<file path="config.mk">
export PLATFORM = sky130hd
export DESIGN_NAME = key_event_queue_flat
export DESIGN_NICKNAME = d
export VERILOG_FILES = /design/src/rtl/game_pkg.sv /design/src/rtl/key_event_queue_if.sv /design/src/rtl/key_fifo.sv /design/src/rtl/key_event_queue.sv /design/src/flat_wrapper.sv
export SDC_FILE = /design/constraint.sdc
export NUM_CORES = 1
export LEC_CHECK = 0
export CORE_MARGIN = 2
export CORE_UTILIZATION = 59
export DETAILED_ROUTE_END_ITERATION = 7
export GPL_TIMING_DRIVEN = 0
export PLACE_DENSITY = 0.79
export SYNTH_ARGS = -nofsm -noshare
export SYNTH_HDL_FRONTEND = slang
export SYNTH_SLANG_ARGS = --single-unit
</file>
<file path="constraint.sdc">
create_clock -name Clk -period 3 [get_ports Clk]
set_input_delay 0.3 -clock Clk [delete_from_list [all_inputs] [get_ports Clk]]
set_output_delay 0.3 -clock Clk [all_outputs]
set_load 0.02 [all_outputs]
</file>
<file path="src/rtl/game_pkg.sv">
// Shared keyboard/game definitions: keycodes, event-queue FSM states,
// the queued event record and the keycode-to-action decoder.
package game_pkg;

    localparam logic [7:0] KC_NONE  = 8'h00;
    localparam logic [7:0] KC_W     = 8'h1A;
    localparam logic [7:0] KC_A     = 8'h04;
    localparam logic [7:0] KC_D     = 8'h07;
    localparam logic [7:0] KC_UP    = 8'h52;
    localparam logic [7:0] KC_LEFT  = 8'h50;
    localparam logic [7:0] KC_RIGHT = 8'h4F;

    typedef enum logic [1:0] {
        KQ_IDLE       = 2'd0,
        KQ_PUSH_REL   = 2'd1,
        KQ_PUSH_PRESS = 2'd2
    } kq_state_t;

    typedef struct packed {
        logic       press;
        logic [7:0] code;
    } key_event_t;

    // Bit order: {ig_right, ig_left, ig_jump, fb_right, fb_left, fb_jump}
    function automatic logic [5:0] decode_action(input logic [7:0] kc);
        logic [5:0] act;
        act = 6'b000000;
        case (kc)
            KC_W:     act = 6'b000001;
            KC_A:     act = 6'b000010;
            KC_D:     act = 6'b000100;
            KC_UP:    act = 6'b001000;
            KC_LEFT:  act = 6'b010000;
            KC_RIGHT: act = 6'b100000;
            default:  act = 6'b000000;
        endcase
        return act;
    endfunction

endpackage

</file>
<file path="src/rtl/key_event_queue_if.sv">
// Signal bundle between the key event queue and its producer/consumer.
// Handshake: an event transfers on a cycle where ev_valid && ev_ready; the
// head (ev_press/ev_code) is meaningful only while ev_valid and holds until popped.
interface key_event_queue_if;

    logic [7:0] keycode;
    logic       frame_clk;
    logic       ev_ready;
    logic       ovf_clr;
    logic       ev_valid;
    logic       ev_press;
    logic [7:0] ev_code;
    logic [5:0] action_held;
    logic       frame_tick;
    logic       overflow;

    modport master (
        output keycode, frame_clk, ev_ready, ovf_clr,
        input  ev_valid, ev_press, ev_code, action_held, frame_tick, overflow
    );

    modport slave (
        input  keycode, frame_clk, ev_ready, ovf_clr,
        output ev_valid, ev_press, ev_code, action_held, frame_tick, overflow
    );

endinterface

</file>
<file path="src/rtl/key_fifo.sv">
// Event FIFO: count-based empty/full, head readable combinationally,
// drops (and flags) a write that finds it full with no pop in the same cycle.
module key_fifo
    import game_pkg::*;
#(
    parameter int DEPTH = 8
) (
    input  logic       clk_i,
    input  logic       rst_ni,
    input  logic       wr_en_i,
    input  key_event_t wr_data_i,
    input  logic       rd_ready_i,
    output logic       rd_valid_o,
    output key_event_t rd_data_o,
    output logic       drop_o
);

    localparam int AW = $clog2(DEPTH);
    localparam logic [AW:0] FULL_CNT = (AW+1)'(DEPTH);

    logic [AW-1:0] wr_ptr_q, rd_ptr_q;
    logic [AW:0]   count_q;
    key_event_t    mem_q [DEPTH];

    logic empty, full, push, pop;

    assign empty = (count_q == '0);
    assign full  = (count_q == FULL_CNT);
    assign pop   = !empty && rd_ready_i;
    // A pop in the same cycle frees the slot, so a full FIFO can still accept.
    assign push  = wr_en_i && (!full || pop);
    assign drop_o = wr_en_i && full && !pop;

    assign rd_valid_o = !empty;
    assign rd_data_o  = mem_q[rd_ptr_q];

    always_ff @(posedge clk_i or negedge rst_ni) begin
        if (!rst_ni) begin
            wr_ptr_q <= '0;
            rd_ptr_q <= '0;
            count_q  <= '0;
        end else begin
            if (push) wr_ptr_q <= wr_ptr_q + AW'(1);
            if (pop)  rd_ptr_q <= rd_ptr_q + AW'(1);
            case ({push, pop})
                2'b10:   count_q <= count_q + (AW+1)'(1);
                2'b01:   count_q <= count_q - (AW+1)'(1);
                default: count_q <= count_q;
            endcase
        end
    end

    always_ff @(posedge clk_i) begin
        if (push) mem_q[wr_ptr_q] <= wr_data_i;
    end

endmodule

</file>
<file path="src/rtl/key_event_queue.sv">
// Debounces the keycode, turns each accepted change into release/press
// events queued in a FIFO, and latches decoded actions once per frame.
module key_event_queue
    import game_pkg::*;
#(
    parameter int DEPTH      = 8,
    parameter int STABLE_CYC = 2
) (
    input  logic              Clk,
    input  logic              Reset_n,
    key_event_queue_if.slave  bus,
    output kq_state_t         dbg_state_o
);

    logic [7:0] samp_q [STABLE_CYC];
    logic [7:0] acc_kc_q, acc_kc_d;
    logic [7:0] old_kc_q, old_kc_d;
    kq_state_t  state_q, state_d;
    logic       sync1_q, sync2_q, sync3_q;
    logic [5:0] action_q;
    logic       ovf_q;

    logic       stable, accept, wr_en, drop, fifo_valid;
    key_event_t wr_data, head;

    always_comb begin
        stable = 1'b1;
        for (int i = 1; i < STABLE_CYC; i++) begin
            if (samp_q[i] != samp_q[0]) stable = 1'b0;
        end
    end

    assign accept = (state_q == KQ_IDLE) && stable && (samp_q[0] != acc_kc_q);

    always_comb begin
        state_d  = state_q;
        acc_kc_d = acc_kc_q;
        old_kc_d = old_kc_q;
        wr_en    = 1'b0;
        wr_data  = '0;
        case (state_q)
            KQ_IDLE: begin
                if (accept) begin
                    acc_kc_d = samp_q[0];
                    old_kc_d = acc_kc_q;
                    if (acc_kc_q != KC_NONE)
                        state_d = KQ_PUSH_REL;
                    else if (samp_q[0] != KC_NONE)
                        state_d = KQ_PUSH_PRESS;
                end
            end
            KQ_PUSH_REL: begin
                wr_en   = 1'b1;
                wr_data = '{press: 1'b0, code: old_kc_q};
                state_d = (acc_kc_q != KC_NONE) ? KQ_PUSH_PRESS : KQ_IDLE;
            end
            KQ_PUSH_PRESS: begin
                wr_en   = 1'b1;
                wr_data = '{press: 1'b1, code: acc_kc_q};
                state_d = KQ_IDLE;
            end
            default: state_d = KQ_IDLE;
        endcase
    end

    always_ff @(posedge Clk or negedge Reset_n) begin
        if (!Reset_n) begin
            for (int i = 0; i < STABLE_CYC; i++) samp_q[i] <= '0;
            acc_kc_q <= '0;
            old_kc_q <= '0;
            state_q  <= KQ_IDLE;
        end else begin
            samp_q[0] <= bus.keycode;
            for (int i = 1; i < STABLE_CYC; i++) samp_q[i] <= samp_q[i-1];
            acc_kc_q <= acc_kc_d;
            old_kc_q <= old_kc_d;
            state_q  <= state_d;
        end
    end

    // frame_clk crosses from the VGA domain: two sync flops plus one for edge detect.
    always_ff @(posedge Clk or negedge Reset_n) begin
        if (!Reset_n) begin
            sync1_q  <= 1'b0;
            sync2_q  <= 1'b0;
            sync3_q  <= 1'b0;
            action_q <= '0;
            ovf_q    <= 1'b0;
        end else begin
            sync1_q <= bus.frame_clk;
            sync2_q <= sync1_q;
            sync3_q <= sync2_q;
            if (bus.frame_tick) action_q <= decode_action(acc_kc_q);
            if (drop)             ovf_q <= 1'b1;
            else if (bus.ovf_clr) ovf_q <= 1'b0;
        end
    end

    key_fifo #(.DEPTH(DEPTH)) u_fifo (
        .clk_i      (Clk),
        .rst_ni     (Reset_n),
        .wr_en_i    (wr_en),
        .wr_data_i  (wr_data),
        .rd_ready_i (bus.ev_ready),
        .rd_valid_o (fifo_valid),
        .rd_data_o  (head),
        .drop_o     (drop)
    );

    assign bus.ev_valid    = fifo_valid;
    assign bus.ev_press    = fifo_valid & head.press;
    assign bus.ev_code     = head.code & {8{fifo_valid}};
    assign bus.frame_tick  = sync2_q & ~sync3_q;
    assign bus.action_held = action_q;
    assign bus.overflow    = ovf_q;
    assign dbg_state_o     = state_q;

endmodule
</file>
<file path="src/flat_wrapper.sv">
// flat-port wrapper written by rule: the top's interface ports become plain ports
module key_event_queue_flat import game_pkg::*;
#(
    parameter int DEPTH      = 8,
    parameter int STABLE_CYC = 2
)
  (Clk, Reset_n, dbg_state_o, bus_keycode, bus_frame_clk, bus_ev_ready, bus_ovf_clr, bus_ev_valid, bus_ev_press, bus_ev_code, bus_action_held, bus_frame_tick, bus_overflow);
  key_event_queue_if bus_i ();
  input  logic Clk;
  input  logic Reset_n;
  output kq_state_t dbg_state_o;
  input wire logic [$bits(bus_i.keycode)-1:0] bus_keycode;
  input wire logic [$bits(bus_i.frame_clk)-1:0] bus_frame_clk;
  input wire logic [$bits(bus_i.ev_ready)-1:0] bus_ev_ready;
  input wire logic [$bits(bus_i.ovf_clr)-1:0] bus_ovf_clr;
  output wire logic [$bits(bus_i.ev_valid)-1:0] bus_ev_valid;
  output wire logic [$bits(bus_i.ev_press)-1:0] bus_ev_press;
  output wire logic [$bits(bus_i.ev_code)-1:0] bus_ev_code;
  output wire logic [$bits(bus_i.action_held)-1:0] bus_action_held;
  output wire logic [$bits(bus_i.frame_tick)-1:0] bus_frame_tick;
  output wire logic [$bits(bus_i.overflow)-1:0] bus_overflow;
  assign bus_i.keycode = bus_keycode;
  assign bus_i.frame_clk = bus_frame_clk;
  assign bus_i.ev_ready = bus_ev_ready;
  assign bus_i.ovf_clr = bus_ovf_clr;
  assign bus_ev_valid = bus_i.ev_valid;
  assign bus_ev_press = bus_i.ev_press;
  assign bus_ev_code = bus_i.ev_code;
  assign bus_action_held = bus_i.action_held;
  assign bus_frame_tick = bus_i.frame_tick;
  assign bus_overflow = bus_i.overflow;
  key_event_queue #(.DEPTH(DEPTH), .STABLE_CYC(STABLE_CYC)) u_core (.Clk(Clk), .Reset_n(Reset_n), .bus(bus_i), .dbg_state_o(dbg_state_o));
endmodule
</file>
# Yosys cells after proc, flatten, opt, wreduce, memory -nomap -nowiden

Memories as Yosys holds them, arrays and structs flattened.
Cells that the tools add are included.
Widths: inputs -> output; s select.

Register bits: 54
Memory bits (writable): 72
Input bits: 13
Output and inout port bits: 20
Logic and storage cells: 70
Memories kept: 1

Memory list:

| memory              | words | bits a word | read ports | clocked after memory_dff | wr ports | RTL line       | source |
|---|---|---|---|---|---|---|---|
| u_core.u_fifo.mem_q | 8     | 9           | 1          | 0                        | 1        | key_fifo.sv:23 | `key_event_t mem_q [DEPTH];` |

Add/subtract/negate cells: 4
Equal/unequal tests: 15
Muxes and demuxes: 14
Bitwise logic cells: 4
Reductions and logical operators: 19

Operators by type and width:

| cell                | number |
|---|---|
| $pmux 6 s6          | 1 |
| $eq 8x7->1 const B  | 3 |
| $pmux 9 s2          | 1 |
| $eq 8x3->1 const B  | 2 |
| $ne 8x8->1          | 2 |
| $reduce_bool 8->1   | 2 |
| $and 8x8->8         | 1 |
| $eq 8x5->1 const B  | 1 |
| $mux 2              | 4 |
| $pmux 4 s2          | 1 |
| $add 3x1->3 const B | 2 |
| $logic_and 1x1->1   | 6 |
| $mux 1              | 6 |
| $add 4x1->4 const B | 1 |
| $eq 2x1->1 const B  | 2 |
| $eq 2x2->1 const B  | 2 |
| $eq 4x4->1 const B  | 1 |
| $logic_not 4->1     | 1 |
| $pmux 2 s2          | 1 |
| $reduce_and 2->1    | 2 |
| $reduce_bool 2->1   | 2 |
| $sub 4x1->4 const B | 1 |
| $logic_not 1->1     | 3 |
| $ne 3x3->1 const B  | 1 |
| other kinds (6)     | 7 |

# Depth between registers and ports, before layout

Depth in word-level cells: 7
Gate-level depth with buffers: 10
Depth with buffers taken out: 10

# Hierarchy

A second synthesis with hierarchy kept.

Cell total of the unflattened synthesis: 329
Area, all modules: 5411.4 µm²

By module, submodules not included:

| module          | times used | cells each | area an instance (µm²) | sequential area each (µm²) |
|---|---|---|---|---|
| key_fifo        | 1          | 170        | 3370.7                 | 2412.3 |
| key_event_queue | 1          | 159        | 2040.7                 | 1101.1 |

# Worst setup path before layout

OpenSTA, ideal clock, no wires.

Path kind: flip-flop to flip-flop
Start point: register u_core.state_q[0] (netlist: u_core.dbg_state_o[0])
End point: memory u_core.u_fifo.mem_q[1][0] in the netlist's numbering (enable)
Library setup time: 387 ps
Arrival: 2195 ps
Required time: 2613 ps
Slack: 419 ps
Cell stages (with the launch flop): 6
Path buffers: 0
Period minus slack after synthesis: 2581 ps
Cell sequence: dfrtp_1 inv_1 ha_1 a21boi_1 nand2_1 nor3_1

Cells in the longest elaborated chain, start to end: 6
Elaborated cells on any way between the ends: 7
Those cells by class: eq/ne (2); mux (3); reduce/logical (2)

Ends and longest elaborated chain:

| element                                         | RTL line              | source |
|---|---|---|
| start, declared                                 | key_event_queue.sv:18 | `kq_state_t state_q, state_d;` |
| start signal, assigned                          | key_event_queue.sv:77 | `state_q <= state_d;` |
| $eq 2x2->1 / $eq 2x1->1 (equally long branches) | key_event_queue.sv:41 | `case (state_q)` |
| $reduce_or 2->1 (no source line) *              | -                     |  |
| $mux 1 *                                        | key_event_queue.sv:41 |  |
| $logic_and 1x1->1 *                             | key_fifo.sv:31        | `assign push = wr_en_i && (!full \|\| pop);` |
| $mux 1 *                                        | key_fifo.sv:54        | `if (push) mem_q[wr_ptr_q] <= wr_data_i;` |
| $mux 1 (implied by the code) *                  | key_fifo.sv:54        |  |
| end, declared                                   | key_fifo.sv:23        |  |

Every way passes the cells marked *; elsewhere a longest branch is shown, timed or not.

# Worst setup path in the final report

Start point: register u_core.u_fifo.rd_ptr_q[1]
End point: output bus_ev_code[2]

Cells in the longest elaborated chain, start to end: 2

Ends and longest elaborated chain:

| element                | RTL line               | source |
|---|---|---|
| start, declared        | key_fifo.sv:21         | `logic [AW-1:0] wr_ptr_q, rd_ptr_q;` |
| start signal, assigned | key_fifo.sv:44         | `if (pop) rd_ptr_q <= rd_ptr_q + AW'(1);` |
| $mem_v2 8x9            | -                      |  |
| $and 8x8->8            | key_event_queue.sv:112 | `assign bus.ev_code = head.code & {8{fifo_valid}};` |
| end, declared          | flat_wrapper.sv:18     | `output wire logic [$bits(bus_i.ev_code)-1:0] bus_ev_code;` |

Every way passes these cells.

==> impl_metrics.toml <==
[outcome]
status = "completed"

[clock_tree]
htree_levels = 4
clock-sinks = 126
insertion_delay_ps = 510
clock_path_buffers = 2
clock-root-buffer = "clkbuf_8"
numCtsBuffers = 17
cts_tree = "done"
clk_pin_slew_ps = 60

[global_routing]
grt_max_degree = 39
grt_antenna_before_repair = 0
gr-total-overflow = 0
grt.total_usage_pct = 21.3
grt_pass1_wl_mm = 15.4
grt_pass1_vias = 2931

[floorplan]
core_area_um2 = 8640
start_util_pct = 60.5
die_y_um = 98.1
die_w_um = 98.1
io_pins = 33
die_area_um2 = 9620
fp-row-count = 34

[detailed_routing]
initialDrtViolationCount = 268
viasPerCell = 5.69
drc = 0
vias = 2800
routed_wl_mm = 9.26
wl_per_cell_um = 18.8
ant_nets = 0
dr.pass1.iters = 4

[final_layout]
fin_area_um2 = 6330
drive_above_1_share_pct = 23.4
post-route-util_pct = 73.3
final_nets = 391
fillCellCount = 518
antenna_cells = 0
layout-area-overhead-vs-synth_pct = 21.1

[timing]
hold_viol_final = 0
min_period_ps = 2850
tightest_slew_ps = 911
rsz0062_at_grt = "false"
fmax_mhz = 351
max_slew_margin_pct = 39.0
slew_viol_final = 0
setup_viol = 0
finalCritPeriodShare_pct = 95.1
skew_ps = 7.71
tns_ps = 0

[min_path]
min_from = "bus_keycode[1]"
worstHoldPathType = "in -> reg"
hold_end = "u_core.samp_q[9]"
holdPathStages = 1

[placement]
hpwl_mm = 5.98
dpl_cell_area_um2 = 5690
io_buffer_count = 32
routabilityCongestion = 0.768

[yosys]
synthXorXnorAreaFrac_pct = 3.86
synth_cell_types = 41
synth.area.top_cells = "edfxtp_1, dfrtp_1, mux4_2"
synth_fa_ha_area_share_pct = 1.68
synth_compound_area_share_pct = 3.14
synthesis.area_um2 = 5220
synth_ff_type = "edfxtp_1"
synth-simple-area-share_pct = 7.74
syn_nets = 338
synth_area_per_cell_um2 = 16.4
async_flop_share_pct = 42.9
synth.most_common_cell = "edfxtp_1"
syn_inst = 318
synth_mux_area_share_pct = 14.5
synth_top_family_by_area = "multiplexers"
synth_top_cell_by_area = "edfxtp_1"
synth_warnings = 0
synth_edf_count = 72
synthTopCellsByCount = "edfxtp_1, dfrtp_1, nor2_1"
synth_top_area_share_pct = 41.4
ys_seq_area_share_pct = 67.3
synth_seq_cells = 126

[setup_path]
reg2reg_slack_ps = 150
reg2reg_from = "u_core.dbg_state_o[0]"
rr_endpoint = "u_core.u_fifo.mem_q[5][4]"
cp_data_required_time_ps = 2700
critPathBufInv = 3
cp_slowest_stage_delay_ps = 530
crit_arrival_ps = 2550
path_common_cell = "clkbuf_2"
start_kind = "flop"
path_class = "reg -> out"
critPathTopFamily = "buffers and inverters"
slowest_stage = "clkdlybuf4s50_1"
cp_cell_sequence = "clkbuf_2 -> clkbuf_2 -> mux4_2 -> mux2i_1 -> nor2_1 -> clkdlybuf4s50_1"
rr_worst_depth = 5
cp_max_fo = 10
cp-end-kind = "output pin"

[power_and_ir_drop]
power-per-cell-area_nw_per_um2 = 965
leakage_nw = 2.50
ir_worst_vdd_v = 0.000484

[job]
maxCapViolCount = 0
## stage by stage
step / worst slack (ps) / power, W / hold slack (ps) / std cells
after floorplan: 419 / 0.00351 / 4.41 / 318
after global placement: -156 / 0.00402 / 338 / 458
after detailed placement: -215 / 0.00408 / 261 / 459
after CTS: 48.1 / 0.00616 / 207 / 492
after global routing: 7.89 / 0.00639 / 202 / 492
final: 147 / 0.00611 / 226 / 492
## repair_timing
action | in CTS | in global routing
pin swaps | 0 | 0
buffers inserted | 0 | 0
hold buffers | 1 | 0
endpoints found under the setup margin | 27 | 9
hold endpoints to repair | 16 | 0
gates resized for setup | 7 | 4
## flip-flops by register name, indices dropped and copies added, names as in the netlist
register	cells
u_core.sync3_q	1
u_core.dbg_state_o	2
u_core.sync2_q	1
u_core.bus.overflow	1
u_core.u_fifo.count_q	4
u_core.u_fifo.mem_q	72
u_core.samp_q	16
u_core.old_kc_q	8
u_core.sync1_q	1
u_core.u_fifo.rd_ptr_q	3
u_core.acc_kc_q	8
u_core.u_fifo.wr_ptr_q	3
u_core.bus.action_held	6
## worst reg2reg max path: stages (launching register included)
cell	delay, ps
dfrtp_1	420
inv_1	110
ha_1	380
a21boi_1	530
nand2_1	280
nor2_1	770
## layer usage
layer,global-route usage [%],routed length [µm],vias to the layer above
met5,0,0,-
met1,27.3,3930,1407
met4,7.91,69,0
met2,35.2,4880,81
met3,5.94,381,7
li1,-,-,1305
## final cells by class
cell class                 count  area (µm²)  share of cell area [%]
buffer                        14        82.6                    1.31
clock buffer                  17         414                    6.55
clock inverter                15         176                    2.79
inverter                       7        28.8                   0.455
multi-input combinational    171        1620                    25.7
sequential                   126        3510                    55.5
tap                          108         135                    2.14
timing repair buffer          34         353                    5.58
## worst max path at each step
stage | start | endpoint | slack [ps] | depth (start not counted)
5_1_grt | u_core.dbg_state_o[0] | u_core.u_fifo.mem_q[5][1] | 8 | 5
3_3_place_gp | bus_ev_ready | u_core.u_fifo.mem_q[1][0] | -160 | 5
3_5_place_dp | bus_ev_ready | u_core.u_fifo.mem_q[1][0] | -220 | 5
2_1_floorplan | u_core.dbg_state_o[0] | u_core.u_fifo.mem_q[1][0] | 420 | 5
4_1_cts | u_core.u_fifo.rd_ptr_q[0] | bus_ev_code[5] | 50 | 6
6_report | u_core.u_fifo.rd_ptr_q[1] | bus_ev_code[2] | 150 | 6
## cells in the final DEF, fill, tap and decap left out, drive strengths merged, types with 5 or more instances in the layout
cell and instances:
xnor2 9, edfxtp 72, clkbuf 23, mux2i 10, nor2b 9, dfrtp 54, a22oi 8, xor2 14
mux4 18, nor2 23, buf 10, ha 7, clkdlybuf4s50 28, mux2 20, nor4 5, nand2 16
inv 15
## cells by family (layout without fill, tap and decap cells)
| group | Yosys count | count (layout) |
|---|---|---|
| buffers and inverters | 21 | 87 |
| AO/OA/AOI/OAI | 23 | 23 |
| multiplexers | 48 | 48 |
| XOR/XNOR | 23 | 23 |
| AND/OR/NAND/NOR | 70 | 70 |
| adder cells (fa/ha/maj) | 7 | 7 |
| flip-flops | 126 | 126 |
## power by group
part / total, W / switching (W) / internal, W
logic: 0.00179 / 0.000935 / 0.000859
registers: 0.00228 / 0.000164 / 0.00212
clock network: 0.00203 / 0.000820 / 0.00121
No activity file was read; power rests on OpenSTA's default activity.
